===== src/rtl/acc_cpu_control_if.sv =====
// Memory bus between the accumulator CPU sequencer and its
// single-port synchronous memory (1-cycle read latency).
interface acc_cpu_control_if #(
    parameter int AW = 12,
    parameter int DW = 16
);
    logic [AW-1:0] mem_addr;
    logic          mem_re;
    logic          mem_we;
    logic [DW-1:0] mem_wdata;
    logic [DW-1:0] mem_rdata;

    modport master (
        output mem_addr,
        output mem_re,
        output mem_we,
        output mem_wdata,
        input  mem_rdata
    );

    modport slave (
        input  mem_addr,
        input  mem_re,
        input  mem_we,
        input  mem_wdata,
        output mem_rdata
    );
endinterface


===== src/rtl/acc_cpu_control.sv =====
// Fetch/decode/execute sequencer for the 16-bit accumulator CPU.
// Define ACC_CPU_CONTROL_STEP_EN to add single-step control on FETCH.
module acc_cpu_control #(
    parameter int AW = 12,
    parameter int DW = 16
) (
    input  logic          clk,
    input  logic          rst,
`ifdef ACC_CPU_CONTROL_STEP_EN
    input  logic          step,
`endif
    acc_cpu_control_if.master mem,
    output logic [3:0]    alu_op,
    output logic [DW-1:0] alu_acc,
    output logic [DW-1:0] alu_data,
    input  logic [DW-1:0] alu_z,
    input  logic          alu_cond,
    output logic [AW-1:0] pc,
    output logic [DW-1:0] acc,
    output logic          halted
);

    typedef enum logic [2:0] {
        FETCH,
        LOAD_IR,
        DISPATCH,
        MEM_WAIT,
        EXEC,
        HALT
    } state_t;

    state_t        state;
    state_t        state_nx;
    logic [AW-1:0] pc_q;
    logic [DW-1:0] ir;
    logic [DW-1:0] mdr;
    logic [DW-1:0] acc_q;

    logic [3:0]    op;
    logic [AW-1:0] ea;
    logic          is_reg;
    logic          is_mem;
    logic          is_sta;
    logic          is_jmp;
    logic          is_ban;
    logic          is_stop;
    logic          go;

    assign op      = ir[DW-1:DW-4];
    assign ea      = ir[AW-1:0];
    assign is_reg  = (op[3:2] == 2'b00);
    assign is_mem  = (op == 4'b0101) || (op == 4'b0111);
    assign is_sta  = (op == 4'b0110);
    assign is_jmp  = (op == 4'b1000);
    assign is_ban  = (op == 4'b1001);
    assign is_stop = (op == 4'b0100);

`ifdef ACC_CPU_CONTROL_STEP_EN
    assign go = step;
`else
    assign go = 1'b1;
`endif

    assign alu_op        = op;
    assign alu_acc       = acc_q;
    assign alu_data      = mdr;
    assign mem.mem_wdata = acc_q;
    assign pc            = pc_q;
    assign acc           = acc_q;
    assign halted        = (state == HALT);

    always_ff @(posedge clk or posedge rst) begin
        if (rst) begin
            state <= FETCH;
        end else begin
            state <= state_nx;
        end
    end

    // Strobes are purely combinational so a reset drops a pending write
    always_comb begin
        state_nx     = state;
        mem.mem_addr = pc_q;
        mem.mem_re   = 1'b0;
        mem.mem_we   = 1'b0;
        case (state)
            FETCH: begin
                mem.mem_re = 1'b1;
                if (go) begin
                    state_nx = LOAD_IR;
                end
            end
            LOAD_IR: state_nx = DISPATCH;
            DISPATCH: begin
                state_nx = FETCH;
                unique case (1'b1)
                    is_mem: begin
                        mem.mem_addr = ea;
                        mem.mem_re   = 1'b1;
                        state_nx     = MEM_WAIT;
                    end
                    is_sta: begin
                        mem.mem_addr = ea;
                        mem.mem_we   = 1'b1;
                    end
                    is_stop: state_nx = HALT;
                    default: ;
                endcase
            end
            MEM_WAIT: state_nx = EXEC;
            EXEC:     state_nx = FETCH;
            HALT:     state_nx = HALT;
            default:  state_nx = FETCH;
        endcase
    end

    always_ff @(posedge clk or posedge rst) begin
        if (rst) begin
            pc_q  <= '0;
            ir    <= '0;
            mdr   <= '0;
            acc_q <= '0;
        end else begin
            case (state)
                LOAD_IR: begin
                    ir   <= mem.mem_rdata;
                    pc_q <= pc_q + 1'b1;
                end
                DISPATCH: begin
                    if (is_reg) begin
                        acc_q <= alu_z;
                    end
                    if (is_jmp || (is_ban && alu_cond)) begin
                        pc_q <= ea;
                    end
                end
                MEM_WAIT: mdr   <= mem.mem_rdata;
                EXEC:     acc_q <= alu_z;
                default: ;
            endcase
        end
    end

endmodule


===== src/flat_wrapper.sv =====
// flat-port wrapper written by rule: the top's interface ports become plain ports
module acc_cpu_control_flat 
#(
    parameter int AW = 12,
    parameter int DW = 16
)
  (clk, rst, alu_op, alu_acc, alu_data, alu_z, alu_cond, pc, acc, halted, mem_mem_addr, mem_mem_re, mem_mem_we, mem_mem_wdata, mem_mem_rdata);
  acc_cpu_control_if #(.AW(AW), .DW(DW)) mem_i ();
  input  logic clk;
  input  logic rst;
  output logic [3:0] alu_op;
  output logic [DW-1:0] alu_acc;
  output logic [DW-1:0] alu_data;
  input  logic [DW-1:0] alu_z;
  input  logic alu_cond;
  output logic [AW-1:0] pc;
  output logic [DW-1:0] acc;
  output logic halted;
  output wire logic [$bits(mem_i.mem_addr)-1:0] mem_mem_addr;
  output wire logic [$bits(mem_i.mem_re)-1:0] mem_mem_re;
  output wire logic [$bits(mem_i.mem_we)-1:0] mem_mem_we;
  output wire logic [$bits(mem_i.mem_wdata)-1:0] mem_mem_wdata;
  input wire logic [$bits(mem_i.mem_rdata)-1:0] mem_mem_rdata;
  assign mem_mem_addr = mem_i.mem_addr;
  assign mem_mem_re = mem_i.mem_re;
  assign mem_mem_we = mem_i.mem_we;
  assign mem_mem_wdata = mem_i.mem_wdata;
  assign mem_i.mem_rdata = mem_mem_rdata;
  acc_cpu_control #(.AW(AW), .DW(DW)) u_core (.clk(clk), .rst(rst), .mem(mem_i), .alu_op(alu_op), .alu_acc(alu_acc), .alu_data(alu_data), .alu_z(alu_z), .alu_cond(alu_cond), .pc(pc), .acc(acc), .halted(halted));
endmodule

===== config.mk =====
export PLATFORM = sky130hd
export DESIGN_NAME = acc_cpu_control_flat
export DESIGN_NICKNAME = d
export VERILOG_FILES = /design/src/rtl/acc_cpu_control_if.sv /design/src/rtl/acc_cpu_control.sv /design/src/flat_wrapper.sv
export SDC_FILE = /design/constraint.sdc
export NUM_CORES = 1
export LEC_CHECK = 0
export ABC_AREA = 1
export CAP_MARGIN = 15
export CORE_ASPECT_RATIO = 0.7
export CORE_MARGIN = 5
export CORE_UTILIZATION = 41
export CTS_BUF_LIST = sky130_fd_sc_hd__clkbuf_4
export DETAILED_ROUTE_END_ITERATION = 12
export GPL_TIMING_DRIVEN = 0
export PLACE_DENSITY = 0.79
export SLEW_MARGIN = 20
export SYNTH_ARGS = -nofsm -noshare
export SYNTH_HDL_FRONTEND = slang
export SYNTH_SLANG_ARGS = --single-unit

===== constraint.sdc =====
create_clock -name clk -period 1.58 [get_ports clk]
set_input_delay 0.158 -clock clk [delete_from_list [all_inputs] [get_ports clk]]
set_output_delay 0.158 -clock clk [all_outputs]
set_load 0.03 [all_outputs]

* Yosys cells after proc, flatten, opt, wreduce, memory -nomap -nowiden
Cells that the tools add are included.
** Operators by class
- $add $sub $neg :: 1
- Equal/unequal tests :: 13
- Multiplexer cells :: 12
- Reduce and logical (&&, ||, !) cells :: 10
** Operators with widths (count)
- two-way mux 12 bit :: 3
- one-hot mux 16 bit (2 select lines) :: 1
- one-hot mux 12 bit (2 select lines) :: 1
- == test 4 x 3 -> 1 bit, second input constant :: 4
- two-way mux 16 bit :: 1
- one-hot mux 3 bit (5 select lines) :: 1
- adder 12 x 1 -> 12 bit, second input constant :: 1
- == test 4 bit, second input constant :: 2
- == test 3 x 2 -> 1 bit, second input constant :: 2
- == test 3 bit, second input constant :: 2
- one-hot mux 3 bit (2 select lines) :: 1
- inequality test 2 x 1 -> 1 bit, second input constant :: 2
- AND reduction 2 bit :: 2
- nonzero test 2 bit :: 2
- == test 3 x 1 -> 1 bit, second input constant :: 1
- logical NOT 3 bit :: 1
- two-way mux 1 bit :: 3
- logical NOT 2 bit :: 1
- logical OR 1 bit :: 2
- one-hot mux 1 bit (2 select lines) :: 1
- OR reduction 2 bit :: 1
- logical AND 1 bit :: 1
** Storage, ports and cells
- Input bits :: 35
- Output and inout bits :: 95
- Word-level logic and storage cells :: 41
- Flip-flop bits (word level) :: 63

* Logic depth before layout (Yosys ltp)
Gate-level depths: netlist (run 1).
- Depth after elaboration :: 5
- Depth in mapped cells :: 8
- Mapped depth without buffers :: 8

* Worst setup path before layout (run 1)
Ideal clock, no wire load.
- Path kind :: register to output
- Start :: register u_core.state[2]
- End :: output port mem_mem_we
- Required time :: 1.422 ns
- Path buffers :: 1
- Cell stages (with the launch flop) :: 7
- Arrival time :: 1.535 ns
- Setup slack :: -0.113 ns
- Cells stage by stage :: dfrtp_1 > inv_2 > nand3_2 > buf_6 > nor2_8 > inv_1 > nor3_1
** Between the ends
- Cells in the longest elaborated chain, start to end :: 2
** RTL lines
- from (decl) :: RTL line acc_cpu_control.sv:32 : state_t state;
- from (signal assigned) :: RTL line acc_cpu_control.sv:76 : state <= state_nx;
- == test 3 x 2 -> 1 bit :: RTL line acc_cpu_control.sv:86 : case (state)
- two-way mux 1 bit :: RTL line acc_cpu_control.sv:86
- to (decl) :: RTL line flat_wrapper.sv:21 : output wire logic [$bits(mem_i.mem_we)-1:0] mem_mem_we;
No other way between the ends.

* Final worst setup path (run 1)
- Start :: register u_core.state[0]
- End :: output port mem_mem_addr[3]
** Between the ends
- Cells in the longest elaborated chain, start to end :: 2
** RTL lines
- == test 3 x 2 -> 1 bit :: RTL line acc_cpu_control.sv:86
- two-way mux 12 bit :: RTL line acc_cpu_control.sv:86
- to (decl) :: RTL line flat_wrapper.sv:19 : output wire logic [$bits(mem_i.mem_addr)-1:0] mem_mem_addr;
No other way between the ends.

==> run_results.csv, run 1 <==
group,metric,value,unit
finish,final_nets,623,
clock_network,clk_latency,410,ps
clock_network,cts_buffer_depth,2,
clock_network,clk_pin_slew,120,ps
die,chipWidth,118.2,um
die,initial_core_util,0.4235,
setup_path,critical_path.slowest_cell,"dfrtp_1",
setup_path,crit_chain,"inv_2 > nand3_4 > buf_8 > nor2_8 > o21ai_4 > buf_4 > nor2_1 > a21oi_2 > buf_6",
routing,ant_nets,0,
logic_synthesis,ys_seq_elements,63,
logic_synthesis,syn_inst,420,
logic_synthesis,syn_area_per_cell,8.005,um^2
die,io_pins,130,
logic_synthesis,netlist-cell-type-count,27,
global_route,grt_pass1_wl,17070,um
routing,drc_errors,0,
timing,maxSlewHeadroom,0.5252,
timing,setup_tns,-8374,ps
logic_synthesis,syn-num-nets,456,
logic_synthesis,ys_async_sr_fraction,1.000,
timing,finClkSkew,17.40,ps
setup_path,crit_path_end_kind,"primary output",
timing,report.final.slew_viol_count,0,
setup_path,regToRegSetupSlack,-200,ps
min_path,hold_class,"input pin to asynchronous set/reset pin",
clock_network,cts_tree,"done",
timing,final_hold_viol_count,0,
setup_path,crit_type,"flop to primary output",
clock_network,root_buffer,"clkbuf_4",
flow_run,drv_cap,0,
timing,fmax,0.4887,GHz
global_route,antenna_found_initial,0,
routing,vias_per_cell,5.017,
finish,post-route-util,0.6719,
finish,fin_cells,693,
placement,place.gp.congestion,0.9075,
placement,placed_cell_area,4808,um^2
routing,routed_wl,11340,um
global_route,grt_pass1_vias,3491,
setup_path,cp_max_fo,5,
placement,portBuffers,129,
die,rows,27,
clock_network,cts-hold-fix-buffers,0,
logic_synthesis,syn-cell-area,3362,um^2
routing,wire_per_inst,16.37,um
outcome,violations,"setup timing",
timing,fin_crit,2046,ps
routing,dr.pass1.iters,6,
logic_synthesis,synth_ff_type,"dfrtp_1",
clock_network,htree_levels,3,
clock_network,cts_sinks,63,
setup_path,path_delay_family,"buffers and inverters",
finish,stdcell_area,5334,um^2
global_route,grt_max_degree,35,
global_route,grt.overflow.total,0,
timing,timing.hold.ws,196.8,ps
finish,synthToLayoutAreaGrowth,58.65,%
placement,dp_hpwl,7581,um
timing,period_share,1.295,
die,die-height,85.76,um
routing,vias,3477,
finish,diodes,0,
timing,setup_viol,32,
power,p_leak,2.757,nW
clock_network,numCtsBuffers,9,
timing,setup_slack,-466.3,ps
logic_synthesis,ys_seq_area_frac,0.4689,
timing,worst_pin_slew,710.8,ps
timing,grt_setup_unrepaired,"true",
outcome,status,"finished, violations left",
setup_path,arrival,1890,ps
setup_path,slowest_delay,430,ps
global_route,grt_usage,0.2077,
power,p_per_area,2362,nW/um^2
logic_synthesis,yosys_warnings,0,
setup_path,start_kind,"flop",
setup_path,critPathRequiredTime,1420,ps
die,coreArea,7939,um^2
placement,placed_cells,651,
finish,fillers,610,
power,peakVddDrop,1654,uV
logic_synthesis,synth_edf_count,0,
setup_path,path_buf_inv,4,
die,die_area,10140,um^2
finish,drive_gt1_frac,0.2889,
routing,drtIter0Drc,230,
power breakdown:
group	switching, mW	internal [mW]	total, mW
Combinational	5.09	3.34	8.43
Clock	0.635	0.333	0.969
Sequential	0.806	2.39	3.20
metrics by stage:
stage / worst slack (ps) / power, mW
global route: -502.2 / 13.37
detailed placement: -607.9 / 11.12
floorplan: 38.60 / 7.970
global placement: -583.4 / 10.92
CTS: -393.5 / 11.68
finish: -466.3 / 12.60
layout make-up:
cell class              instances  area [um^2]  area share
flip-flops and latches         63         1580      0.2963
repair buffers                156         1504      0.2820
multi-input cells             246         1356      0.2543
plain buffers                  50        412.9     0.07741
inverters                      61        242.7     0.04551
well taps                     101        126.4     0.02369
clock buffers                  10        75.07     0.01407
clock inverters                 6        36.28    0.006803
state kept, by name (all words and copies together), names as in the netlist:
signal           flops
u_core.acc          16
u_core.ir           16
u_core.state         3
u_core.pc           12
u_core.alu_data     16
timing repair:
item | in CTS | in global routing
resized for setup | 204 | 111
pin swaps | 2 | 3
cloned | 1 | 4
buffers inserted | 13 | 12
setup endpoints to repair | 95 | 90
Yosys cell counts, types with 4 or more instances:
| cell type | count | area (um^2) |
|---|---|---|
| nand2_1 | 115 | 431.7 |
| dfrtp_1 | 63 | 1577 |
| inv_1 | 57 | 214.0 |
| o21ai_0 | 53 | 265.3 |
| buf_4 | 39 | 292.8 |
| nand3_1 | 22 | 110.1 |
| nor2_1 | 16 | 60.06 |
| o21ai_2 | 8 | 70.07 |
| clkbuf_1 | 5 | 18.77 |
| a21oi_1 | 4 | 20.02 |
| a21oi_2 | 4 | 35.03 |
| buf_6 | 4 | 45.04 |
| inv_2 | 4 | 15.01 |
| nor3_1 | 4 | 20.02 |
worst reg2reg max path, stage by stage (launching register included):
cell and delay (ps):
dfrtp_1 430, inv_2 110, nand3_4 80, buf_8 130
buf_4 130, buf_8 120, o21ai_4 310, buf_6 150
buf_6 120, nand2_1 60, o21ai_1 80
placed cells by master, fill, tap and decap left out, types with 3 or more instances in the layout:
master	count
buf_4	51
nand2_1	104
o21ai_0	36
o21ai_1	8
nor2_2	4
clkdlybuf4s15_1	18
dfrtp_2	3
clkdlybuf4s50_1	34
nand2_2	10
nor2_1	12
clkinvlp_4	3
nand3_1	20
o21ai_2	18
nand3_2	3
inv_2	3
o21ai_4	3
clkbuf_2	9
clkbuf_4	10
inv_1	55
dlygate4sd2_1	57
dfrtp_1	60
nor3_1	3
buf_6	25
buf_8	7
a21oi_1	4
final timing paths:
path	from	to	depth (start not counted)
worst max-delay path	u_core.state[0]$_DFF_PP0_	mem_mem_addr[3]	9
worst min-delay path	rst	u_core.acc[6]$_DFFE_PP0P_	2
worst max register to register	u_core.state[0]$_DFF_PP0_	u_core.acc[6]$_DFFE_PP0P_	10
worst min register to register	u_core.alu_data[9]$_DFFE_PP0N_	u_core.alu_data[9]$_DFFE_PP0N_	2
max in group asynchronous	rst	u_core.ir[13]$_DFFE_PP0P_	3
min in group clk	alu_z[10]	u_core.acc[10]$_DFFE_PP0P_	3
metal layers:
metal | routed length (um) | GRT usage
met5 | 0 | 0
met2 | 5421 | 0.3298
met1 | 4662 | 0.2593
met3 | 1040 | 0.09031
met4 | 219 | 0.06042
cells by family after synthesis:
logic type	after synthesis	synth area share
simple gates	169	0.2144
buf+inv	111	0.1771
compound gates	75	0.1332
flops	63	0.4689
xor+xnor	1	0.002606
fa+ha+maj	1	0.003721
Note: power is estimated with default switching activity, not from simulation.
==> run 2, diff against run 1 <==
--- a/config.mk
+++ b/config.mk
@@ -8,7 +8,7 @@
 export ABC_AREA = 1
 export CAP_MARGIN = 15
 export CORE_ASPECT_RATIO = 0.7
-export CORE_MARGIN = 5
+export CORE_MARGIN = 1.5
 export CORE_UTILIZATION = 41
 export CTS_BUF_LIST = sky130_fd_sc_hd__clkbuf_4
 export DETAILED_ROUTE_END_ITERATION = 12
==> run 2 against run 1 <==
Against the previous run: the run still ends with setup timing left; clock-buffer cell count decreased by 1; combinational power decreased by 10%; utilization decreased by 2.9 points; design area decreased by 4.7%; global-route usage increased by 1.5 points; wire length decreased by 16%; sequential power decreased by 1%; total power decreased by 4.9%; setup slack improved by 94 ps; clock power increased by 31%; hold slack got worse by 1.8 ps; largest power group unchanged.
==> run_results.csv, run 2 (same netlist as run 1, synthesis figures left out) <==
group,metric,value,unit
finish,multi_input_area,1260,um^2
global_route,grt_pass1_vias,3153,
global_route,grt_pass1_wl,15310,um
flow_run,drv_cap,0,
finish,layout_commonest_cell,"nand2_1",
global_route,grt_usage,0.2224,
timing,grt_setup_unrepaired,"true",
min_path,hold_class,"input pin to asynchronous set/reset pin",
timing,worst_pin_slew,733.0,ps
global_route,antenna_found_initial,0,
routing,drc_errors,0,
finish,stdcell_area,5082,um^2
placement,dp_hpwl,7101,um
routing,routed_wl,9492,um
finish,fillers,670,
finish,final_nets,608,
routing,vias_per_cell,4.832,
power,p_per_area,2358,nW/um^2
timing,setup_slack,-372.5,ps
power,p_leak,2.669,nW
timing,fin_crit,1952,ps
global_route,grt_max_degree,33,
die,die-height,78.76,um
placement,portBuffers,129,
routing,vias,3276,
setup_path,critical_path.slowest_cell,"dfrtp_1",
setup_path,crit_chain,"inv_2 > nand3_4 > buf_8 > nor2_8 > o21ai_4 > buf_8 > a21oi_4 > buf_6",
placement,pre_cts_ws,-611.6,ps
die,die_area,8760,um^2
setup_path,crit_path_end_kind,"primary output",
timing,setup_viol,14,
routing,drtIter0Drc,173,
global_route,grt.overflow.total,0,
timing,final_hold_viol_count,0,
setup_path,path_delay_family,"buffers and inverters",
clock_network,clk_latency,410,ps
clock_network,numCtsBuffers,9,
finish,post-route-util,0.6429,
clock_network,cts_sinks,63,
finish,final_cell_mix,"nand2_1, dlygate4sd2_1, dfrtp_1, inv_1, o21ai_0",
die,chipWidth,111.2,um
routing,wire_per_inst,14.00,um
setup_path,start_kind,"flop",
setup_path,path_depth,8,
clock_network,root_buffer,"clkbuf_4",
die,io_pins,130,
setup_path,cp_max_fo,6,
setup_path,crit_path_frequent_cell,"buf_8",
routing,dr.pass1.iters,4,
die,rows,27,
clock_network,cts_tree,"done",
timing,report.final.slew_viol_count,0,
timing,timing.hold.ws,195.0,ps
finish,drive_gt1_frac,0.2218,
finish,synthToLayoutAreaGrowth,51.17,%
clock_network,cts_buffer_depth,2,
clock_network,cts-hold-fix-buffers,0,
setup_path,path_buf_inv,4,
timing,fmax,0.5122,GHz
clock_network,clk_pin_slew,120,ps
clock_network,htree_levels,3,
die,coreArea,7905,um^2
finish,diodes,0,
power,peakVddDrop,1186,uV
finish,register_area,1579,um^2
outcome,status,"finished, violations left",
placement,placed_cell_area,4808,um^2
setup_path,crit_type,"flop to primary output",
setup_path,arrival,1790,ps
setup_path,critPathRequiredTime,1420,ps
setup_path,slowest_delay,410,ps
timing,finClkSkew,15.79,ps
placement,place.gp.congestion,0.8713,
routing,ant_nets,0,
outcome,violations,"setup timing",
power,total_power,11.98,mW
timing,period_share,1.236,
setup_path,worstRegToRegCells,7,
die,initial_core_util,0.4253,
timing,maxSlewHeadroom,0.5103,
[run 2: cell types whose count changed in the layout (fill, tap and decap cells not counted), sizes merged]
cell,previous run,this run
buf,87,75
bufinv,0,2
clkbuf,20,12
clkdlybuf4s15,18,3
clkinv,3,2
dlygate4sd2,57,76
[run 2: where the power goes]
| group | internal (mW) | leakage [nW] | switching (mW) | total, mW |
|---|---|---|---|---|
| clock network | 0.643 | 0.0802 | 0.630 | 1.27 |
| logic | 2.87 | 1.81 | 4.68 | 7.55 |
| registers | 2.39 | 0.779 | 0.768 | 3.16 |
| total | 5.91 | 2.67 | 6.08 | 12.0 |
[run 2: cell type report]
type,instances,area share
Timing Repair Buffer,141,0.2612
Clock inverter,7,0.01896
Sequential cell,63,0.3107
Clock buffer,9,0.01329
Inverter,61,0.04579
Tap cell,101,0.02486
Multi-Input combinational cell,246,0.2479
Buffer,50,0.07730
[run 2: routing by layer]
layer	up-vias	track usage	part of all wire	wire length, um
met5	-	0	0	0
met4	0	0.07722	0.013	121
met3	16	0.05649	0.081	769
met2	133	0.3583	0.48	4530
met1	1543	0.2948	0.43	4071
li1	1584	-	-	-
[run 2: final timing paths]
path,start,endpoint,slack [ps]
worst max-delay path,u_core.state[2]$_DFF_PP0_,mem_mem_addr[11],-370
worst min-delay path,rst,u_core.alu_data[13]$_DFFE_PP0N_,190
min in group clk,alu_z[3],u_core.acc[3]$_DFFE_PP0P_,290
worst max register to register,u_core.state[2]$_DFF_PP0_,u_core.acc[9]$_DFFE_PP0P_,80
max in group asynchronous,rst,u_core.pc[7]$_DFFE_PP0P_,800
worst min register to register,u_core.ir[8]$_DFFE_PP0P_,u_core.ir[8]$_DFFE_PP0P_,490
[run 2: what timing repair did]
item / CTS / global route
cloned: 1 / 0
resized for setup: 206 / 21
endpoints found under the hold margin: 0 / 0
endpoints found under the setup margin: 95 / 63
buffers inserted: 8 / 2
pin swaps: 3 / 1
[run 2: per-stage QoR]
stage	setup TNS, ps	cells
4_1_cts	-5054	676
3_3_place_gp	-10920	650
3_5_place_dp	-7357	651
6_report	-4691	678
5_1_grt	-6147	678
2_1_floorplan	0	420
